$ cat src/rtl/vga_timing_gen_pkg.sv
// rtl/vga_timing_gen_pkg.sv - 640x480@60 default timing, counter width and sync polarity encoding
package vga_timing_gen_pkg;

  localparam int CNT_W   = 11;
  localparam int CNT_MAX = (1 << CNT_W) - 1;

  localparam int DEF_CLK_DIV  = 4;
  localparam int DEF_H_ACTIVE = 640;
  localparam int DEF_H_FP     = 16;
  localparam int DEF_H_SYNC   = 96;
  localparam int DEF_H_BP     = 48;
  localparam int DEF_V_ACTIVE = 480;
  localparam int DEF_V_FP     = 10;
  localparam int DEF_V_SYNC   = 2;
  localparam int DEF_V_BP     = 33;
  localparam int DEF_COLOR_W  = 4;
  localparam int DEF_PIX_LAT  = 1;

  localparam int SYNC_ACTIVE_LOW  = 0;
  localparam int SYNC_ACTIVE_HIGH = 1;
  localparam int DEF_SYNC_POL     = SYNC_ACTIVE_LOW;

  typedef struct packed {
    logic h_act;
    logic v_act;
    logic valid;
  } raster_flags_t;

  function automatic logic in_range(input logic [CNT_W-1:0] v,
                                    input logic [CNT_W-1:0] lo,
                                    input logic [CNT_W-1:0] hi);
    return (v >= lo) && (v <= hi);
  endfunction

endpackage

$ cat src/rtl/vga_timing_gen_pix_ce_div.sv
// rtl/vga_timing_gen_pix_ce_div.sv - pixel clock-enable divider, one clk wide every CLK_DIV clks
module vga_pix_ce_div #(
  parameter int CLK_DIV = 4
) (
  input  logic clk,
  input  logic rst,
  output logic pix_ce
);

  localparam int DIV_W = (CLK_DIV > 1) ? $clog2(CLK_DIV) : 1;
  localparam logic [DIV_W-1:0] DIV_LAST = DIV_W'(CLK_DIV - 1);

  logic [DIV_W-1:0] div;

  // With CLK_DIV=1 DIV_LAST is 0, so div never leaves 0 and pix_ce stays high.
  always_ff @(posedge clk) begin
    if (rst) begin
      div <= '0;
    end else if (div == DIV_LAST) begin
      div <= '0;
    end else begin
      div <= div + 1'b1;
    end
  end

  assign pix_ce = (div == '0);

endmodule

$ cat src/rtl/vga_timing_gen.sv
// rtl/vga_timing_gen.sv - parametrised VGA raster generator with look-ahead pixel requests
module vga_timing_gen
  import vga_timing_gen_pkg::*;
#(
  parameter int CLK_DIV  = DEF_CLK_DIV,
  parameter int H_ACTIVE = DEF_H_ACTIVE,
  parameter int H_FP     = DEF_H_FP,
  parameter int H_SYNC   = DEF_H_SYNC,
  parameter int H_BP     = DEF_H_BP,
  parameter int V_ACTIVE = DEF_V_ACTIVE,
  parameter int V_FP     = DEF_V_FP,
  parameter int V_SYNC   = DEF_V_SYNC,
  parameter int V_BP     = DEF_V_BP,
  parameter int SYNC_POL = DEF_SYNC_POL,
  parameter int COLOR_W  = DEF_COLOR_W,
  parameter int PIX_LAT  = DEF_PIX_LAT
) (
  input  logic               clk,
  input  logic               rst,
  input  logic [COLOR_W-1:0] rin,
  input  logic [COLOR_W-1:0] gin,
  input  logic [COLOR_W-1:0] bin,
  output logic               pix_ce,
  output logic [CNT_W-1:0]   req_x,
  output logic [CNT_W-1:0]   req_y,
  output logic               req_valid,
  output logic               line_start,
  output logic               frame_start,
  output logic               hsync,
  output logic               vsync,
  output logic               de,
  output logic [COLOR_W-1:0] r,
  output logic [COLOR_W-1:0] g,
  output logic [COLOR_W-1:0] b
);

  localparam int H_TOTAL = H_ACTIVE + H_FP + H_SYNC + H_BP;
  localparam int V_TOTAL = V_ACTIVE + V_FP + V_SYNC + V_BP;

  generate
    if (CLK_DIV < 1) begin : g_bad_clk_div
      $error("vga_timing_gen: CLK_DIV must be at least 1");
    end
    if (PIX_LAT < 0 || PIX_LAT > 7) begin : g_bad_pix_lat
      $error("vga_timing_gen: PIX_LAT must be in 0..7");
    end
    if (H_TOTAL > CNT_MAX || V_TOTAL > CNT_MAX) begin : g_bad_total
      $error("vga_timing_gen: raster totals must not exceed 2047");
    end
  endgenerate

  localparam logic [CNT_W-1:0] X_LAST   = CNT_W'(H_TOTAL - 1);
  localparam logic [CNT_W-1:0] Y_LAST   = CNT_W'(V_TOTAL - 1);
  localparam logic [CNT_W-1:0] HS_FIRST = CNT_W'(H_ACTIVE + H_FP);
  localparam logic [CNT_W-1:0] HS_LAST  = CNT_W'(H_ACTIVE + H_FP + H_SYNC - 1);
  localparam logic [CNT_W-1:0] VS_FIRST = CNT_W'(V_ACTIVE + V_FP);
  localparam logic [CNT_W-1:0] VS_LAST  = CNT_W'(V_ACTIVE + V_FP + V_SYNC - 1);
  localparam logic             IDLE_LVL = (SYNC_POL == SYNC_ACTIVE_HIGH) ? 1'b0 : 1'b1;

  raster_flags_t cur;
  raster_flags_t dly;

  vga_pix_ce_div #(
    .CLK_DIV (CLK_DIV)
  ) u_pix_ce_div (
    .clk    (clk),
    .rst    (rst),
    .pix_ce (pix_ce)
  );

  always_ff @(posedge clk) begin
    if (rst) begin
      req_x <= '0;
      req_y <= '0;
    end else if (pix_ce) begin
      if (req_x == X_LAST) begin
        req_x <= '0;
        req_y <= (req_y == Y_LAST) ? '0 : req_y + 1'b1;
      end else begin
        req_x <= req_x + 1'b1;
      end
    end
  end

  assign req_valid   = (req_x < CNT_W'(H_ACTIVE)) && (req_y < CNT_W'(V_ACTIVE));
  assign line_start  = pix_ce && (req_x == '0);
  assign frame_start = line_start && (req_y == '0);

  always_comb begin
    cur       = '0;
    cur.h_act = in_range(req_x, HS_FIRST, HS_LAST);
    cur.v_act = in_range(req_y, VS_FIRST, VS_LAST);
    cur.valid = req_valid;
  end

  // Delay the request-side flags so they meet the pixel source's colour at the output register.
  generate
    if (PIX_LAT == 0) begin : g_no_delay
      assign dly = cur;
    end else begin : g_delay
      raster_flags_t stage [PIX_LAT];
      always_ff @(posedge clk) begin
        if (rst) begin
          for (int i = 0; i < PIX_LAT; i++) stage[i] <= '0;
        end else if (pix_ce) begin
          stage[0] <= cur;
          for (int i = 1; i < PIX_LAT; i++) stage[i] <= stage[i-1];
        end
      end
      assign dly = stage[PIX_LAT-1];
    end
  endgenerate

  always_ff @(posedge clk) begin
    if (rst) begin
      de    <= 1'b0;
      hsync <= IDLE_LVL;
      vsync <= IDLE_LVL;
      r     <= '0;
      g     <= '0;
      b     <= '0;
    end else if (pix_ce) begin
      de    <= dly.valid;
      hsync <= dly.h_act ^ IDLE_LVL;
      vsync <= dly.v_act ^ IDLE_LVL;
      r     <= dly.valid ? rin : '0;
      g     <= dly.valid ? gin : '0;
      b     <= dly.valid ? bin : '0;
    end
  end

endmodule

$ cat config.mk
export PLATFORM = sky130hd
export DESIGN_NAME = vga_timing_gen
export DESIGN_NICKNAME = d
export VERILOG_FILES = /design/src/rtl/vga_timing_gen_pkg.sv /design/src/rtl/vga_timing_gen_pix_ce_div.sv /design/src/rtl/vga_timing_gen.sv
export SDC_FILE = /design/constraint.sdc
export NUM_CORES = 1
export LEC_CHECK = 0
export CAP_MARGIN = 20
export CELL_PAD_IN_SITES_DETAIL_PLACEMENT = 1
export CELL_PAD_IN_SITES_GLOBAL_PLACEMENT = 1
export CORE_ASPECT_RATIO = 0.7
export CORE_MARGIN = 2
export CORE_UTILIZATION = 35
export CTS_BUF_LIST = sky130_fd_sc_hd__clkbuf_8 sky130_fd_sc_hd__clkbuf_16
export CTS_CLUSTER_DIAMETER = 30
export DETAILED_ROUTE_END_ITERATION = 10
export GPL_TIMING_DRIVEN = 0
export PLACE_DENSITY = 0.75
export SLEW_MARGIN = 10
export SYNTH_ARGS = -nofsm -noshare
export SYNTH_HDL_FRONTEND = slang
export SYNTH_SLANG_ARGS = --single-unit
export TNS_END_PERCENT = 30
$ cat constraint.sdc
create_clock -name clk -period 2.1 [get_ports clk]
set_clock_uncertainty 0.2 [all_clocks]
set_input_delay 0.315 -clock clk [delete_from_list [all_inputs] [get_ports clk]]
set_output_delay 0.315 -clock clk [all_outputs]
set_load 0.1 [all_outputs]
==> flow_summary_export.csv, run 1 <==
group,metric,value,unit
drt,wl_per_cell,16.0,um
job,maxCapViolCount,0,
critical_path,crit_required,1580,ps
cts,htree_levels,2,
timing,rsz0062_at_grt,"true",
timing,hold_viol,0,
outcome,violations,"setup timing",
synth,synthCells,221,
critical_path,crit_path_end_kind,"output pin",
synth,synth_area,2010,um2
critical_path,crit_buf_inv,2,
placement,portBuffers,53,
pwr,power_density,784,nW/um2
cts,clk-insertion-delay-late,310,ps
die,die_x,94.6,um
pwr,finalPower,2.41,mW
placement,place.gp.congestion,0.771,
critical_path,slowest_stage,"dfxtp_4",
pwr,p_leak,1.23,nW
timing,worst_pin_slew,969,ps
global_routing,grt_overflow,0,
timing,slew_headroom,35.7,%
synth,synthArstFlopShare,0,%
critical_path,critical-path-top-delay-family,"simple AND/OR/NAND/NOR gates",
critical_path,crit_chain,"inv_2 -> ha_2 -> nor2b_4 -> nand2_1 -> nor4_4 -> buf_6",
critical_path,crit_path_start,"req_y[1]$_SDFFE_PP0P_",
global_routing,grt_max_degree,14,
cts,clk_pin_slew_worst_paths,90,ps
synth,yosysTopAreaCellShare,38.9,%
placement,dp.final_hpwl,4.00,mm
critical_path,r2r-start,"u_pix_ce_div.div[0]$_SDFF_PP0_",
final_layout,antenna_cells,0,
final_layout,n_fill_cell,642,
global_routing,grtUsageTotal,19.1,%
die,initial_utilization,35.6,%
cts,cts-root-buf,"clkbuf_8",
drt,ant_nets,0,
critical_path,regToRegSetupSlack,-30,ps
timing,setup_total_negative_slack,-163,ps
outcome,status,"finished, violations left",
cts,postCtsHoldBufs,0,
synth,synth_edf_count,3,
drt,firstDrtPassIters,4,
timing,setup_viol_count_final,5,
drt,dr.first_iter.drc_count,68,
cts,cts_made_buffers,5,
timing,finalWorstSetupSlack,-116,ps
drt,drc,0,
timing,fmax,0.451,GHz
drt,drt-vias-per-instance,5.18,
synth,synth-seq-area-share,43.3,%
die,die_y,67.4,um
synth,synthesis.nets,241,
final_layout,drive_above_1_share,34.1,%
synth,ys_ff_latch,42,
cts,cts_buffer_depth,2,
critical_path,cp_max_fo,7,
global_routing,grt_pass1_vias,1820,
die,io_pins,55,
cts,tritoncts,"yes",
cts,numClockSinks,42,
synth,yosys_warnings,0,
die,rows,23,
timing,finalCritPeriodShare,106,%
synth,synth_top_flop_cell,"dfxtp_1",
synth,avgSynthCellArea,9.09,um2
final_layout,nNetsFinal,312,
global_routing,grt_pass1_wl,9.19,mm
global_routing,antenna_found_initial,0,
synth,synth_largest_area_cell,"dfxtp_1",
synth,ys_types,45,
die,core_area,5640,um2
critical_path,critPathArrivalTime,1700,ps
worst_hold_path,min-delay-path-class,"input pin to flop",
critical_path,slowest_delay,380,ps
timing,maxSlewViolCount,0,
critical_path,start_kind,"flop",
final_layout,multi_input_comb_area,1170,um2
drt,wl,5.89,mm
die,design.die.area,6370,um2
worst_hold_path,min_from,"rst",
pwr,peakVddDrop,0.331,mV
timing,post-route-min-period,2220,ps
drt,num_vias,1908,
final_layout,ff_latch_area,928,um2
critical_path,worstSetupPathType,"flop to output pin",
final_layout,syn_to_final_growth,53.0,%
synth,yosys-top-cells-area,"dfxtp_1 39%, nor2_1 5.2%, a22oi_1 4.5%, edfxtp_1 4.5%, ha_1 3.7%",
[final cells by class]
type,count,area share [%]
Inverter,9,1.42
Clock buffer,6,2.69
Tap cell,75,3.05
Sequential cell,42,30.2
Clock inverter,2,1.95
Buffer,13,3.50
Multi-Input combinational cell,157,38.1
Timing Repair Buffer,64,19.1
[placed cells by master (no fill, tap or decap), drive strengths merged, types with 11 or more instances in the layout]
cell / n
clkdlybuf4s50: 12
nand2: 13
nor2: 28
dfxtp: 39
buf: 23
dlygate4sd2: 25
a22oi: 12
a21oi: 11
clkbuf: 14
nand3: 12
[cell families after synthesis]
| logic type | synth area share, % |
|---|---|
| AND/OR/NAND/NOR | 28.4 |
| flip-flops | 43.3 |
| multiplexers | 0.560 |
| XOR/XNOR | 4.79 |
| AO/OA/AOI/OAI | 13.8 |
| buffers and inverters | 5.35 |
| adder cells (fa/ha/maj) | 3.74 |
[per-stage QoR]
step                      utilization (%)  setup WS (ps)  instances  instance area [um2]  hold WS (ps)
final                                54.5           -116        368                 3070           178
after global routing                 54.5           -175        368                 3070           239
after CTS                            52.9           -144        362                 2980           188
after detailed placement             48.4           -895        349                 2730           231
after global placement               48.4           -882        349                 2730           223
after floorplan                         -           -591        221                 2110           213
[state kept, by name, summed over array words and instances, names as in the netlist]
register	count
b	4
g_delay.stage	3
r	4
g	4
de	1
hsync	1
vsync	1
u_pix_ce_div.div	2
req_x	11
req_y	11
[where the power goes]
part           leakage (nW)  switching (mW)  internal (mW)
clock network        0.0714           0.302          0.507
logic                 0.791           0.515          0.221
registers             0.365          0.0250          0.841
[final timing paths]
| path | endpoint | depth (start not counted) |
|---|---|---|
| max reg2reg | req_y[8]$_SDFFE_PP0P_ | 10 |
| min reg2reg | de$_SDFFE_PP0P_ | 2 |
| min | hsync$_SDFFE_PP1P_ | 2 |
| max | frame_start | 6 |
[layer usage]
layer | vias to the layer above | global-route usage, % | part of all wire (%)
li1 | 932 | - | -
met1 | 924 | 26.5 | 49
met2 | 44 | 30.0 | 46
met3 | 8 | 4.46 | 4.4
met4 | 0 | 5.25 | 1.0
met5 | - | 0 | 0
[synth_stat cells, drive strengths merged, types with 3 or more instances]
library cell   n
nand3         12
and2           3
clkbuf         6
nand4          9
dfxtp         39
o21ai          7
nand2b         4
edfxtp         3
a22oi         12
nor3           6
ha             6
xor2           6
a21oi         11
nor2          28
nor4           4
nand2         13
xnor2          5
or3            8
inv            9
buf            7
[timing repair]
item                                    CTS  global route
endpoints found under the setup margin   44            18
resized for setup                        99            28
endpoints found under the hold margin     0             0
pin swaps                                 4             6
setup buffers                             5             7
Note: power is estimated with default switching activity, not from simulation.
==> run 2, diff against run 1 <==
- PLACE_DENSITY: 0.75 -> not set
- PLACE_DENSITY_LB_ADDON: not set -> 0.1
==> flow_summary_export.csv, run 2 (synthesized netlist as in run 1, its figures left out) <==
group,metric,value,unit
outcome,status,"finished, violations left",
outcome,violations,"setup timing",
placement,dp.final_hpwl,4.10,mm
final_layout,syn_to_final_growth,52.6,%
placement,dp.cells,349,
timing,slew_headroom,35.0,%
final_layout,n_fill_cell,651,
global_routing,grt_pass1_wl,9.60,mm
cts,cts-root-buf,"clkbuf_8",
cts,clk_pin_slew_worst_paths,80,ps
critical_path,reg2reg_to,"req_y[0]$_SDFFE_PP0P_",
drt,wl_per_cell,16.2,um
timing,fmax,0.451,GHz
critical_path,worstSetupPathType,"flop to output pin",
drt,ant_nets,0,
timing,setup_viol_count_final,4,
die,die_y,67.4,um
drt,num_vias,1920,
pwr,finalPower,2.38,mW
worst_hold_path,hold-path-endpoint,"vsync$_SDFFE_PP1P_",
cts,cts_buffer_depth,2,
timing,post-route-min-period,2220,ps
timing,hold_viol,0,
timing,fin_hold_ws,204,ps
timing,finalCritPeriodShare,106,%
cts,tritoncts,"yes",
critical_path,regToRegSetupSlack,-30,ps
placement,place.gp.congestion,0.742,
drt,dr.first_iter.drc_count,53,
global_routing,grt_max_degree,14,
critical_path,crit_chain,"inv_1 -> ha_1 -> nor2b_2 -> nand2_2 -> nor4_4 -> buf_6",
die,core_area,5640,um2
drt,drc,0,
timing,rsz0062_at_grt,"true",
drt,drt-vias-per-instance,5.15,
global_routing,grt_pass1_vias,1885,
die,die_x,94.6,um
critical_path,cp_max_fo,8,
critical_path,slowest_delay,390,ps
critical_path,critPathArrivalTime,1700,ps
critical_path,crit_path_end_kind,"output pin",
critical_path,worst-r2r-cell-count,7,
critical_path,critical-path-top-delay-family,"simple AND/OR/NAND/NOR gates",
drt,wl,6.06,mm
cts,numClockSinks,42,
die,rows,23,
final_layout,nNetsFinal,317,
cts,htree_levels,2,
job,maxCapViolCount,0,
critical_path,crit_buf_inv,2,
final_layout,reg.largest.list,"req_x (11), req_y (11)",
final_layout,drive_above_1_share,34.2,%
critical_path,start_kind,"flop",
global_routing,antenna_found_initial,0,
pwr,peakVddDrop,0.448,mV
final_layout,mostFrequentLayoutCell,"nor2_1",
timing,finalWorstSetupSlack,-119,ps
pwr,p_leak,1.23,nW
die,design.die.area,6370,um2
placement,portBuffers,53,
worst_hold_path,min-delay-path-class,"input pin to flop",
final_layout,finalNonFillerCells,373,
timing,maxSlewViolCount,0,
cts,postCtsHoldBufs,0,
cts,clk-insertion-delay-late,300,ps
final_layout,layout_common_cells,"28 x nor2_1, 22 x dlygate4sd2_1, 18 x buf_4",
global_routing,grt_overflow,0,
timing,worst_pin_slew,979,ps
global_routing,grtUsageTotal,19.8,%
critical_path,crit_required,1580,ps
worst_hold_path,holdPathStages,2,
critical_path,r2r-start,"u_pix_ce_div.div[1]$_SDFF_PP0_",
die,initial_utilization,35.6,%
worst_hold_path,min_from,"rst",
cts,cts_made_buffers,5,
drt,firstDrtPassIters,4,
final_layout,antenna_cells,0,
critical_path,slowest_stage,"dfxtp_4",
pwr,power_density,775,nW/um2
die,io_pins,55,
## run 2: area by class of cell
| cell class | instances | area, um2 | share of cell area, % |
|---|---|---|---|
| well taps | 75 | 93.8 | 3.06 |
| flip-flops and latches | 42 | 928 | 30.3 |
| clock inverters | 3 | 63.8 | 2.08 |
| multi-input cells | 157 | 1140 | 37.2 |
| repair buffers | 69 | 634 | 20.7 |
| inverters | 9 | 43.8 | 1.43 |
| plain buffers | 13 | 92.6 | 3.02 |
| clock buffers | 5 | 68.8 | 2.24 |
## run 2: through the flow
step	cell area (um2)	worst slack, ps	setup TNS [ps]	utilization (%)
finish	3070	-119	-190	54.4
global route	3070	-266	-1610	54.4
CTS	2980	-130	-157	52.8
detailed placement	2730	-898	-2640	48.4
global placement	2730	-896	-2230	48.4
floorplan	2110	-591	-738	-
## run 2: repair_timing
action | 4_1_cts | 5_1_grt
gates cloned | 0 | 1
hold endpoints to repair | 0 | 0
gates resized for setup | 97 | 21
pin swaps | 4 | 5
endpoints found under the setup margin | 51 | 34
setup buffers | 7 | 8
## run 2: worst max path at each step
stage                     cells after the start               endpoint                            from
after floorplan                               6            frame_start  u_pix_ce_div.div[1]$_SDFF_PP0_
after global placement                        6            frame_start           req_x[0]$_SDFFE_PP0P_
after detailed placement                      6            frame_start           req_x[0]$_SDFFE_PP0P_
after CTS                                     6            frame_start           req_y[0]$_SDFFE_PP0P_
after global routing                          7  req_y[0]$_SDFFE_PP0P_  u_pix_ce_div.div[0]$_SDFF_PP0_
final                                         6            frame_start           req_y[0]$_SDFFE_PP0P_
## run 2: worst reg2reg max path: cells and delay by family (launching register included)
kind,cells,cell delay [ps]
AND/OR/NAND/NOR,3,700
buffers and inverters,2,480
flip-flops,1,330
adder cells (fa/ha/maj),1,180
AO/OA/AOI/OAI,1,160
## run 2: per-layer routing
layer / vias up / track usage, % / routed length [um]
met1: 941 / 28.0 / 2980
met2: 31 / 30.4 / 2830
met5: - / 0 / 0
met3: 6 / 5.36 / 202
li1: 942 / - / -
met4: 0 / 4.35 / 44
## run 2: where the power goes
part	internal (mW)	switching [mW]	total (mW)	leakage (nW)
sequential	0.841	0.0223	0.863	0.365
combinational	0.222	0.519	0.741	0.800
clock	0.471	0.300	0.771	0.0658
total	1.53	0.841	2.38	1.23
==> run 3, diff against run 2 <==
- CELL_PAD_IN_SITES_DETAIL_PLACEMENT: 1 -> 0
- CELL_PAD_IN_SITES_GLOBAL_PLACEMENT: 1 -> 2
- CORE_UTILIZATION: 35 -> 28
- CTS_BUF_LIST: sky130_fd_sc_hd__clkbuf_8 sky130_fd_sc_hd__clkbuf_16 -> not set
==> flow_summary_export.csv, run 3 (synthesized netlist as in run 1, its figures left out) <==
group,metric,value,unit
outcome,status,"finished, violations left",
outcome,violations,"setup timing",
global_routing,grt_overflow,0,
pwr,peakVddDrop,0.393,mV
timing,slew_headroom,35.0,%
placement,dp.final_hpwl,3.97,mm
critical_path,worstSetupPathType,"flop to output pin",
cts,cts_buffer_depth,2,
cts,cts_made_buffers,5,
placement,dp.cells,368,
pwr,power_switching,0.824,mW
cts,postCtsHoldBufs,0,
cts,clk_pin_slew_worst_paths,90,ps
cts,htree_levels,2,
die,io_pins,55,
die,die_y,74.9,um
die,design.die.area,7880,um2
placement,placed_area,2760,um2
die,initial_utilization,29.3,%
final_layout,antenna_cells,0,
timing,rsz0062_at_grt,"true",
die,rows,25,
die,core_area,6850,um2
timing,setup_total_negative_slack,-108,ps
drt,drt-vias-per-instance,4.70,
global_routing,grtUsageTotal,14.7,%
timing,worst_pin_slew,979,ps
job,maxCapViolCount,0,
die,die_x,105,um
final_layout,reg.largest.list,"req_x (11), req_y (11)",
drt,ant_nets,0,
drt,dr.first_iter.drc_count,71,
critical_path,crit_path_end_kind,"output pin",
critical_path,crit_chain,"inv_1 -> ha_1 -> nor2b_2 -> nand2_2 -> nor4_4 -> buf_6",
critical_path,crit_required,1580,ps
drt,firstDrtPassIters,4,
placement,place.gp.congestion,0.726,
drt,wl,5.53,mm
pwr,combinationalPowerShare,31.1,%
final_layout,stdcell_area,3050,um2
timing,finalCritPeriodShare,105,%
cts,clk-insertion-delay-late,300,ps
drt,wl_per_cell,14.3,um
pwr,seqPwrFrac,37.8,%
cts,tritoncts,"yes",
pwr,clock_power_share,31.1,%
pwr,finalPower,2.29,mW
global_routing,antenna_found_initial,0,
global_routing,grt_pass1_vias,1727,
final_layout,finalNonFillerCells,386,
global_routing,grt_max_degree,14,
final_layout,layout_common_cells,"28 x nor2_1, 25 x dlygate4sd2_1, 15 x dfxtp_1",
critical_path,slowest_delay,390,ps
global_routing,grt_pass1_wl,9.05,mm
critical_path,slowest_stage,"dfxtp_4",
cts,cts-root-buf,"clkbuf_8",
final_layout,drive_above_1_share,32.2,%
pwr,p_int,1.46,mW
timing,hold_viol,0,
timing,setup_viol_count_final,1,
final_layout,mostFrequentLayoutCell,"nor2_1",
timing,finalWorstSetupSlack,-108,ps
worst_hold_path,min-delay-path-class,"input pin to flop",
critical_path,start_kind,"flop",
timing,post-route-min-period,2210,ps
pwr,p_leak,1.22,nW
drt,num_vias,1816,
critical_path,critPathArrivalTime,1690,ps
pwr,swShare,36.1,%
placement,portBuffers,53,
pwr,power_density,748,nW/um2
timing,fmax,0.453,GHz
cts,numClockSinks,42,
timing,maxSlewViolCount,0,
final_layout,nNetsFinal,311,
drt,drc,0,
final_layout,syn_to_final_growth,52.0,%
critical_path,cp_max_fo,8,
run 3: changes by cell type in the layout (fill, tap and decap cells not counted), sizes merged:
cell,change
buf,-9
bufinv,-2
clkbuf,+4
clkdlybuf4s15,-1
clkinv,-1
dlygate4sd2,+3
run 3: path summary, 6_finish.rpt:
kind / to / cells past startpoint / slack (ps) / start
max reg2reg: req_y[9]$_SDFFE_PP0P_ / 8 / 110 / u_pix_ce_div.div[1]$_SDFF_PP0_
max: frame_start / 6 / -110 / req_y[0]$_SDFFE_PP0P_
min reg2reg: vsync$_SDFFE_PP1P_ / 2 / 290 / vsync$_SDFFE_PP1P_
min: hsync$_SDFFE_PP1P_ / 2 / 210 / rst
run 3: cell type report:
class / instances / area, um2
inverter: 9 / 38.8
timing repair buffer: 63 / 591
sequential: 42 / 928
clock buffer: 8 / 133
buffer: 13 / 104
tap: 94 / 118
multi-input combinational: 157 / 1140
fill: 679 / 3800
run 3: per-stage QoR:
stage                     hold WS [ps]  util [%]  setup WS [ps]
after detailed placement           228      40.2           -951
after floorplan                    213         -           -591
after global placement             223      40.2           -948
after CTS                          202      43.3           -199
after global routing               228      44.6           -204
final                              212      44.6           -108
run 3: power groups by stage:
stage / sequential [mW] / combinational, mW / clock (mW)
after detailed placement: 0.894 / 0.643 / 0
after floorplan: 1.10 / 0.271 / 0
after CTS: 0.867 / 0.700 / 0.740
after global placement: 0.894 / 0.643 / 0
after global routing: 0.870 / 0.751 / 0.772
final: 0.864 / 0.710 / 0.711
run 3: metal layers:
metal / share of wire [%] / up-vias / global-route usage, % / wire length, um
li1: - / 932 / - / -
met1: 55 / 850 / 21.7 / 3060
met2: 40 / 28 / 20.9 / 2210
met3: 3.7 / 6 / 3.46 / 205
met4: 1.2 / 0 / 5.33 / 64
met5: 0 / - / 0 / 0
run 3: critical path: cells and delay by family, from the launching register on:
family | cells | cell delay, ps
buffers and inverters | 2 | 340
adders and majority gates | 1 | 130
and+or+nand+nor | 3 | 520
DFF | 1 | 390
run 3: timing repair:
action | in CTS | in global routing
pin swaps | 2 | 4
gates cloned | 0 | 1
resized for setup | 91 | 24
endpoints found under the setup margin | 50 | 31
setup buffers | 3 | 6
